[src/rtl/seq_recorder_if.sv]
// Record stream from seq_recorder to its consumer.
// The recorder drives rec_o/valid_o on the master modport, and the consumer returns ready_i on the slave modport.
interface seq_recorder_if #(
  parameter int dw = 4,
  parameter int cw = 12
);
  logic [dw+cw-1:0] rec_o;
  logic             valid_o;
  logic             ready_i;

  modport master (output rec_o, output valid_o, input ready_i);
  modport slave  (input rec_o, input valid_o, output ready_i);
endinterface

[src/rtl/seq_recorder.sv]
// Run-length recorder: compresses an armed input bus into {value, count} records held in a first-word-fall-through FIFO.
// Define SEQ_RECORDER_STOP_EN to append a {0,0} terminator record after every recording.
module seq_recorder #(
  parameter int dw = 4,
  parameter int cw = 12,
  parameter int fd = 16
) (
  input  logic          clk,
  input  logic          rst_n,
  input  logic [dw-1:0] data_i,
  input  logic          arm,
  seq_recorder_if.master rec_if,
  output logic          busy,
  output logic          overflow
);

  localparam int aw = $clog2(fd);
  localparam int rw = dw + cw;
  localparam logic [cw-1:0] cnt_max  = '1;
  localparam logic [aw:0]   occ_full = (aw+1)'(fd);

  typedef enum logic [1:0] {
    IDLE,
    RUN
`ifdef SEQ_RECORDER_STOP_EN
    , TERM
`endif
  } state_e;

  state_e        state_q;
  logic [dw-1:0] cur_q;
  logic [cw-1:0] cnt_q;
  logic          ovf_q;

  logic [rw-1:0] mem_q [fd];
  logic [aw-1:0] wr_q, rd_q;
  logic [aw:0]   occ_q;

  logic          push;
  logic [rw-1:0] push_rec;
  logic          same_run;
  logic          full, empty, pop, accept, drop;

  assign same_run = (data_i == cur_q) && (cnt_q != cnt_max);

  // NOTE: every signal gets a default before the case so no path leaves it unassigned and infers a latch.
  always_comb begin
    push     = 1'b0;
    push_rec = '0;
    case (state_q)
      RUN: begin
        if (!arm || !same_run) begin
          push     = 1'b1;
          push_rec = {cur_q, cnt_q};
        end
      end
`ifdef SEQ_RECORDER_STOP_EN
      TERM: begin
        push     = 1'b1;
        push_rec = '0;
      end
`endif
      default: ;
    endcase
  end

  assign full   = (occ_q == occ_full);
  assign empty  = (occ_q == '0);
  assign pop    = !empty && rec_if.ready_i;
  // A pop at the same edge frees a slot, so a push into a full FIFO still lands.
  assign accept = push && (!full || pop);
  assign drop   = push && full && !pop;

  // NOTE: registers use <= so every update sees the values from before the edge, whatever the statement order.
  always_ff @(posedge clk or negedge rst_n) begin
    if (!rst_n) begin
      state_q <= IDLE;
      cur_q   <= '0;
      cnt_q   <= '0;
      ovf_q   <= 1'b0;
    end else begin
      case (state_q)
        IDLE: begin
          if (arm) begin
            state_q <= RUN;
            cur_q   <= data_i;
            cnt_q   <= cw'(1);
            ovf_q   <= 1'b0;
          end
        end
        RUN: begin
          if (arm) begin
            if (same_run) begin
              cnt_q <= cnt_q + cw'(1);
            end else begin
              cur_q <= data_i;
              cnt_q <= cw'(1);
            end
          end else begin
`ifdef SEQ_RECORDER_STOP_EN
            state_q <= TERM;
`else
            state_q <= IDLE;
`endif
          end
        end
`ifdef SEQ_RECORDER_STOP_EN
        TERM: state_q <= IDLE;
`endif
        default: state_q <= IDLE;
      endcase
      if (drop) ovf_q <= 1'b1;
    end
  end

  always_ff @(posedge clk or negedge rst_n) begin
    if (!rst_n) begin
      wr_q  <= '0;
      rd_q  <= '0;
      occ_q <= '0;
    end else begin
      if (accept) wr_q <= wr_q + aw'(1);
      if (pop)    rd_q <= rd_q + aw'(1);
      case ({accept, pop})
        2'b10:   occ_q <= occ_q + (aw+1)'(1);
        2'b01:   occ_q <= occ_q - (aw+1)'(1);
        default: occ_q <= occ_q;
      endcase
    end
  end

  // NOTE: the record storage has no reset; the pointers and occupancy alone decide what is valid.
  always_ff @(posedge clk) begin
    if (accept) mem_q[wr_q] <= push_rec;
  end

  assign rec_if.valid_o = !empty;
  assign rec_if.rec_o   = empty ? '0 : mem_q[rd_q];
  assign busy           = (state_q != IDLE) || !empty;
  assign overflow       = ovf_q;

endmodule

[src/flat_wrapper.sv]
// flat-port wrapper written by rule: the top's interface ports become plain ports
module seq_recorder_flat 
#(
  parameter int dw = 4,
  parameter int cw = 12,
  parameter int fd = 16
)
  (clk, rst_n, data_i, arm, busy, overflow, rec_if_rec_o, rec_if_valid_o, rec_if_ready_i);
  seq_recorder_if #(.dw(dw), .cw(cw)) rec_if_i ();
  input  logic clk;
  input  logic rst_n;
  input  logic [dw-1:0] data_i;
  input  logic arm;
  output logic busy;
  output logic overflow;
  output wire logic [$bits(rec_if_i.rec_o)-1:0] rec_if_rec_o;
  output wire logic [$bits(rec_if_i.valid_o)-1:0] rec_if_valid_o;
  input wire logic [$bits(rec_if_i.ready_i)-1:0] rec_if_ready_i;
  assign rec_if_rec_o = rec_if_i.rec_o;
  assign rec_if_valid_o = rec_if_i.valid_o;
  assign rec_if_i.ready_i = rec_if_ready_i;
  seq_recorder #(.dw(dw), .cw(cw), .fd(fd)) u_core (.clk(clk), .rst_n(rst_n), .data_i(data_i), .arm(arm), .rec_if(rec_if_i), .busy(busy), .overflow(overflow));
endmodule
[config.mk]
export PLATFORM = sky130hd
export DESIGN_NAME = seq_recorder_flat
export DESIGN_NICKNAME = d
export VERILOG_FILES = /design/src/rtl/seq_recorder_if.sv /design/src/rtl/seq_recorder.sv /design/src/flat_wrapper.sv
export SDC_FILE = /design/constraint.sdc
export NUM_CORES = 1
export LEC_CHECK = 0
export ABC_AREA = 1
export BUFFER_PORTS_ARGS = -buffer_cell sky130_fd_sc_hd__buf_2
export CAP_MARGIN = 15
export CORE_MARGIN = 2
export CORE_UTILIZATION = 50
export CTS_CLUSTER_SIZE = 20
export DETAILED_ROUTE_END_ITERATION = 10
export PLACE_DENSITY = 0.66
export SLEW_MARGIN = 30
export SYNTH_ARGS = -nofsm -noshare
export SYNTH_HDL_FRONTEND = slang
export SYNTH_SLANG_ARGS = --single-unit
[constraint.sdc]
create_clock -name clk -period 3.14 [get_ports clk]
set_input_delay 0 -clock clk [delete_from_list [all_inputs] [get_ports clk]]
set_output_delay 0 -clock clk [all_outputs]
set_load 0.005 [all_outputs]
## After elaboration in Yosys (flattened, before gate mapping)

Memories as Yosys holds them, arrays and structs flattened.
Index checks and enable logic that the tools add are counted.

- Logic and storage cells: 69
- Memories: 1
- Output and inout port bits: 19
- Flip-flop bits (word level): 32
- RAM bits: 256
- Bits of input ports: 8

- Equality and inequality tests: 10
- Multiplexer cells: 22
- Reductions and logical operators: 24
- Add/sub/neg operators: 5

Memory list:

| name | words | bits a word | rd ports | clocked after Yosys merged registers in | write ports | line | source |
|---|---|---|---|---|---|---|---|
| u_core.mem_q | 16 | 16 | 1 | 0 | 1 | seq_recorder.sv:35 | `logic [rw-1:0] mem_q [fd];` |

Operators with widths:

| kind | count |
|---|---|
| 16-bit 2-to-1 mux | 3 |
| 12-bit 2-to-1 mux | 3 |
| 12-bit case mux with 2 select lines | 1 |
| 12-bit by 1-bit adder with 12-bit output, second input constant | 1 |
| 4-bit 2-to-1 mux | 3 |
| 12-bit inequality test, second input constant | 1 |
| 5-bit case mux with 2 select lines | 1 |
| 2-bit nonzero test | 5 |
| 4-bit by 1-bit adder with 4-bit output, second input constant | 2 |
| 2-bit inequality test, second input constant | 4 |
| 4-bit case mux with 2 select lines | 1 |
| 1-bit 2-to-1 mux | 7 |
| 5-bit by 1-bit adder with 5-bit output, second input constant | 1 |
| 5-bit equality test, second input constant | 1 |
| 1-bit logical AND | 5 |
| 1-bit logical NOT | 5 |
| 5-bit logical NOT | 1 |
| 5-bit by 1-bit subtractor with 5-bit output, second input constant | 1 |
| 2-bit by 1-bit equality test with 1-bit output, second input constant | 2 |
| 4-bit equality test | 1 |
| 2-bit 2-to-1 mux | 2 |
| 2-bit case mux with 2 select lines | 1 |
| 2-bit AND reduction | 2 |
| 4-bit AND reduction | 1 |
| 4 further kinds | 6 |

## Longest topological paths before layout

- Depth after elaboration: 10
- Gate-level depth with buffers: 19
- Gate-level depth less buffers: 19

## Worst setup path before layout

No wires, ideal clock.

- Path type: reg2reg
- Start point: register u_core.cnt_q[0]
- End point: memory u_core.mem_q[11][0] (netlist name), enable pin
- Data required time: 2,752 ps
- Clock period less this slack: 2,266 ps
- Setup slack: 874 ps
- Stages on the path, launching flop included: 10
- Path buffers: 0
- Data arrival time: 1,878 ps
- Cell sequence: dfrtp_1 -> ha_1 -> nand2_1 -> nor2_1 -> nand3_2 -> nand4_2 -> nand3_2 -> inv_2 -> nand2_1 -> nor2_1

- Word-level cells in the longest chain between the ends: 9

RTL lines:

| element | line | source |
|---|---|---|
| start, declared | seq_recorder.sv:32 | `logic [cw-1:0] cnt_q;` |
| start signal, assigned | seq_recorder.sv:87 | `cnt_q <= cw'(1);` |
| start signal, assigned | seq_recorder.sv:94 | `cnt_q <= cnt_q + cw'(1);` |
| start signal, assigned | seq_recorder.sv:97 | `cnt_q <= cw'(1);` |
| 12-bit inequality test | seq_recorder.sv:44 | `assign same_run = (data_i == cur_q) && (cnt_q != cnt_max);` |
| 1-bit logical AND | seq_recorder.sv:44 |  |
| 1-bit logical NOT | seq_recorder.sv:52 | `if (!arm \|\| !same_run) begin` |
| 1-bit logical OR | seq_recorder.sv:52 |  |
| 1-bit 2-to-1 mux | seq_recorder.sv:52 |  |
| 1-bit 2-to-1 mux | seq_recorder.sv:50 | `case (state_q)` |
| 1-bit logical AND | seq_recorder.sv:71 | `assign accept = push && (!full \|\| pop);` |
| 1-bit 2-to-1 mux | seq_recorder.sv:134 | `if (accept) mem_q[wr_q] <= push_rec;` |
| 1-bit 2-to-1 mux (not written as such) | seq_recorder.sv:134 |  |
| end, declared | seq_recorder.sv:35 |  |

No other way between the ends.

## Worst setup path in the final report

- Start point: register u_core.rd_q[0]
- End point: output rec_if_rec_o[8]

- Word-level cells in the longest chain between the ends: 2

RTL lines:

| element | line | source |
|---|---|---|
| start, declared | seq_recorder.sv:36 | `logic [aw-1:0] wr_q, rd_q;` |
| start signal, assigned | seq_recorder.sv:123 | `if (pop) rd_q <= rd_q + aw'(1);` |
| memory read 16 x 16 bit | -- |  |
| 16-bit 2-to-1 mux | seq_recorder.sv:138 | `assign rec_if.rec_o = empty ? '0 : mem_q[rd_q];` |
| end, declared | flat_wrapper.sv:16 | `output wire logic [$bits(rec_if_i.rec_o)-1:0] rec_if_rec_o;` |

No other way between the ends.

==> results list <==
- Outcome: finished, final reports clean
- Setup violations remaining at the end of the flow were counted as 0.
* Insertion delay of the later-clocked pin in the worst-skew pair: 540 ps
- List of most frequent post-synthesis cells: sky130_fd_sc_hd__edfxtp_1 (256), sky130_fd_sc_hd__nor2_1 (188), sky130_fd_sc_hd__o21ai_0 (148)
- In the post-synthesis netlist, the biggest area contributors are sky130_fd_sc_hd__edfxtp_1 (65%), sky130_fd_sc_hd__dfrtp_1 (6.6%), sky130_fd_sc_hd__o21ai_0 (6.3%).
- The number of nets handed over by synthesis was 973.
* Top achievable clock speed: 344.8 MHz
- Buffers from clock root to sink, at most: 3
- Synthesized instance count: 956
- Final Wtd Congestion: 0.8196
- The via count of the first global-routing pass is 7,337.
* Routed wirelength normalized by instance count: 20.87 um
* Critical Path Start Type: flop
- The signal on the critical path passes through clkinv_2 -> buf_12 -> o21ai_0 -> o221ai_1 -> nand3_1 -> a21oi_1 -> buf_2.
- The completed layout was analyzed and its total power is 13.09 mW.
* Pin count of the biggest net entering global routing: 106
* Rows: 56
- Layout cell share with drive strength beyond 1: 0.1541
* Die area: 24,880 um2
- Routed via count divided by cell count: 5.742
* Total of buffers placed on input and output ports: 26
* Type of the worst min-delay path: in2async
* Flip-flop cell with the highest count after synthesis: sky130_fd_sc_hd__edfxtp_1
* Yosys top cell by area: sky130_fd_sc_hd__edfxtp_1
- Required time of the critical path: 3140 ps
- Top cell type's share of synthesized area: 0.6505
- Setup repair after global routing left no endpoint under its margin.
* Number of max-cap violations: 0
* Dominant cell by count in the synthesized netlist: sky130_fd_sc_hd__edfxtp_1
- Number of optimization iterations in the first detailed-route pass: 5
- The first global-routing pass estimated 43,040 um of wire.
- The core region is 23,330 um2.
- # IOs: 27
* Slowest-stage cell, CP: sky130_fd_sc_hd__dfrtp_4
- Slew Limit Fails: 0
- Actual slew at the worst max-slew pin: 900.8 ps
* Count of yosys warnings during synthesis: 0
- The final layout contains routed wiring with a total length of 28,050 um.
- Total global-route track usage: 0.2303
* Sequential element share of the synthesized area: 0.7161
- The HPWL after detailed placement is 16,380 um.
* Fillcell total: 1,843
* Diodes inserted: 0
- Shortest clock period the worst path allows after layout: 2900 ps
- In this run the horizontal extent of the chip is 157.7 um.
- Remaining antenna violation count: 0
- In this run, synthesis produced a sequential element count of 287.
* DIE HEIGHT: 157.7 um
* Total clock sinks: 287
- After detailed routing, the number of remaining DRC violations is 0.
- Counting distinct cell types in the post-synthesis netlist gives 36.
- Number of enable flip-flop cells after synthesis: 256
* Number of H-tree branching levels: 1
- On the critical path the largest part of the delay comes from flip-flops.
* Longest individual stage delay on the worst path: 710 ps
- Net total in the final layout: 1,020
- Worst-case hold slack: 62.02 ps
- Total area of multi-input combinational cells: 2993 um2
- In the final timing run, aggregate negative setup slack is 0 ps.
- The number of antenna violations at the first check in global routing was 0.
- In this run, the number of DRC markers left after iteration 0 of detailed routing was 801.
- Relative slew margins: 0.3957
- Grt ovf: 0
- Relative to the synthesized area, the layout overhead comes to 14.82%.
- CP Capture Type: primary output
- Share of the clock period used by the worst path: 0.9236
* Routed vias: 7,717
- In this run the worst path has a maximum fanout of 105.
- Clock edge transition at the registers on the reported setup and hold paths: 60 ps
* Final hold viol count: 0
- In the synthesized netlist the async set-or-reset flop fraction comes to 0.1080.
- Critical path data arrival time: 2900 ps
* Avg Cell Area, Syn: 12.36 um2
- Counting the buffers created by CTS gives 29.
* TritonCTS clock tree: done
* Clock Skews: 20.73 ps
- The synthesized netlist occupies a cell area of 11,820 um2.
- The number of setup buffers added after CTS is 0.
* Pwr Density: 964.5 nW/um2
* WP buf/inv: 3
- Start-to-end type of the worst setup path: reg2out
- In this run the clock root is driven by a sky130_fd_sc_hd__clkbuf_16.
- Summed over all cells, the static leakage comes to 4.853 nW.
- The worst-case IR drop observed on VDD is 754.1 uV.
- Register area: 8468 um2
- After clock tree synthesis, the repair step resized 0 gates.
- Initial Util: 0.5065
==> sequential cells by signal, summed over array words and instances, names as in the netlist <==
signal and flops:
u_core.rd_q 4, u_core.cnt_q 12, u_core.wr_q 4, u_core.state_q 1
u_core.mem_q 256, u_core.overflow 1, u_core.cur_q 4, u_core.occ_q 5
==> cells in the final DEF, fill, tap and decap left out, types with 16 or more instances in the layout <==
cell type                   instances
sky130_fd_sc_hd__a21oi_1           22
sky130_fd_sc_hd__buf_2             26
sky130_fd_sc_hd__buf_4             36
sky130_fd_sc_hd__clkbuf_16         29
sky130_fd_sc_hd__dfrtp_1           29
sky130_fd_sc_hd__edfxtp_1         256
sky130_fd_sc_hd__inv_1             37
sky130_fd_sc_hd__nand2_1           54
sky130_fd_sc_hd__nand3_1           33
sky130_fd_sc_hd__nor2_1           167
sky130_fd_sc_hd__nor2_2            22
sky130_fd_sc_hd__o21ai_0          148
sky130_fd_sc_hd__o221ai_1          48
sky130_fd_sc_hd__o22ai_1           16
==> power by group <==
group          internal [mW]  switching (mW)  total, mW
Clock                   2.19            1.42       3.60
Combinational           1.35            2.99       4.34
Sequential              4.80           0.348       5.15
Total                   8.34            4.75       13.1
==> logic make-up (layout without fill, tap and decap cells) <==
kind of cell,count (synthesis),in the layout,synth area share
AOI/OAI and AO/OA,239,239,0.1188
DFF,287,287,0.7161
and+or+nand+nor,305,305,0.1116
xor gates and xnor gates,12,12,0.008894
adders and majority gates,9,9,0.009529
buffers and inverters,104,173,0.03505
==> stage by stage <==
| step | cells | util | cell area (um2) | worst slack (ps) |
|---|---|---|---|---|
| 5_1_grt | 1344 | 0.5816 | 13570 | 114.5 |
| 2_1_floorplan | 956 | - | 11820 | 873.8 |
| 6_report | 1344 | 0.5816 | 13570 | 239.9 |
| 3_3_place_gp | 1284 | 0.5353 | 12490 | 650.5 |
| 4_1_cts | 1344 | 0.5811 | 13560 | 265.2 |
| 3_5_place_dp | 1284 | 0.5354 | 12490 | 625.0 |
==> metal layers <==
metal	global-route usage	routed length [um]	vias up
met5	0	0	-
met4	0.07100	675	0
met3	0.03066	1960	44
met2	0.3658	13320	300
met1	0.3338	12090	3803
li1	-	-	3570
==> layout make-up <==
| type | count | area share |
|---|---|---|
| flip-flops and latches | 287 | 0.6241 |
| multi-input cells | 565 | 0.2206 |
| clock buffers | 33 | 0.05459 |
| repair buffers | 72 | 0.03910 |
| well taps | 319 | 0.02941 |
| clock inverters | 20 | 0.01890 |
| inverters | 48 | 0.01337 |
==> worst reg2reg max path, stage by stage, from the launching register on <==
cell and delay [ps]:
sky130_fd_sc_hd__dfrtp_1 350, sky130_fd_sc_hd__ha_1 170, sky130_fd_sc_hd__nand2_1 70, sky130_fd_sc_hd__nor2_1 120, sky130_fd_sc_hd__nand3_2 100, sky130_fd_sc_hd__nand4_2 100
sky130_fd_sc_hd__nand3_2 100, sky130_fd_sc_hd__inv_2 140, sky130_fd_sc_hd__nand2_1 200, sky130_fd_sc_hd__nor2_2 570, sky130_fd_sc_hd__buf_4 310
==> worst paths after layout <==
check | endpoint | slack, ps | startpoint | depth (start not counted)
max in group asynchronous | u_core.rd_q[0]$_DFFE_PN0P_ | 2520 | rst_n | 2
min in group clk | u_core.cur_q[0]$_DFFE_PN0P_ | 240 | data_i[0] | 4
hold reg to reg | u_core.occ_q[4]$_DFFE_PN0P_ | 520 | u_core.occ_q[4]$_DFFE_PN0P_ | 2
hold / removal | u_core.occ_q[1]$_DFFE_PN0P_ | 60 | rst_n | 2
setup / recovery | rec_if_rec_o[8] | 240 | u_core.rd_q[0]$_DFFE_PN0P_ | 7
setup reg to reg | u_core.mem_q[11][6]$_DFFE_PP_ | 600 | u_core.cnt_q[1]$_DFFE_PN0P_ | 10
==> what timing repair did <==
action / in CTS / in global routing
endpoints found under the setup margin: 0 / 0
hold buffers: 7 / 0
hold endpoints to repair: 45 / 0
Power figures use the tool's default switching activity.
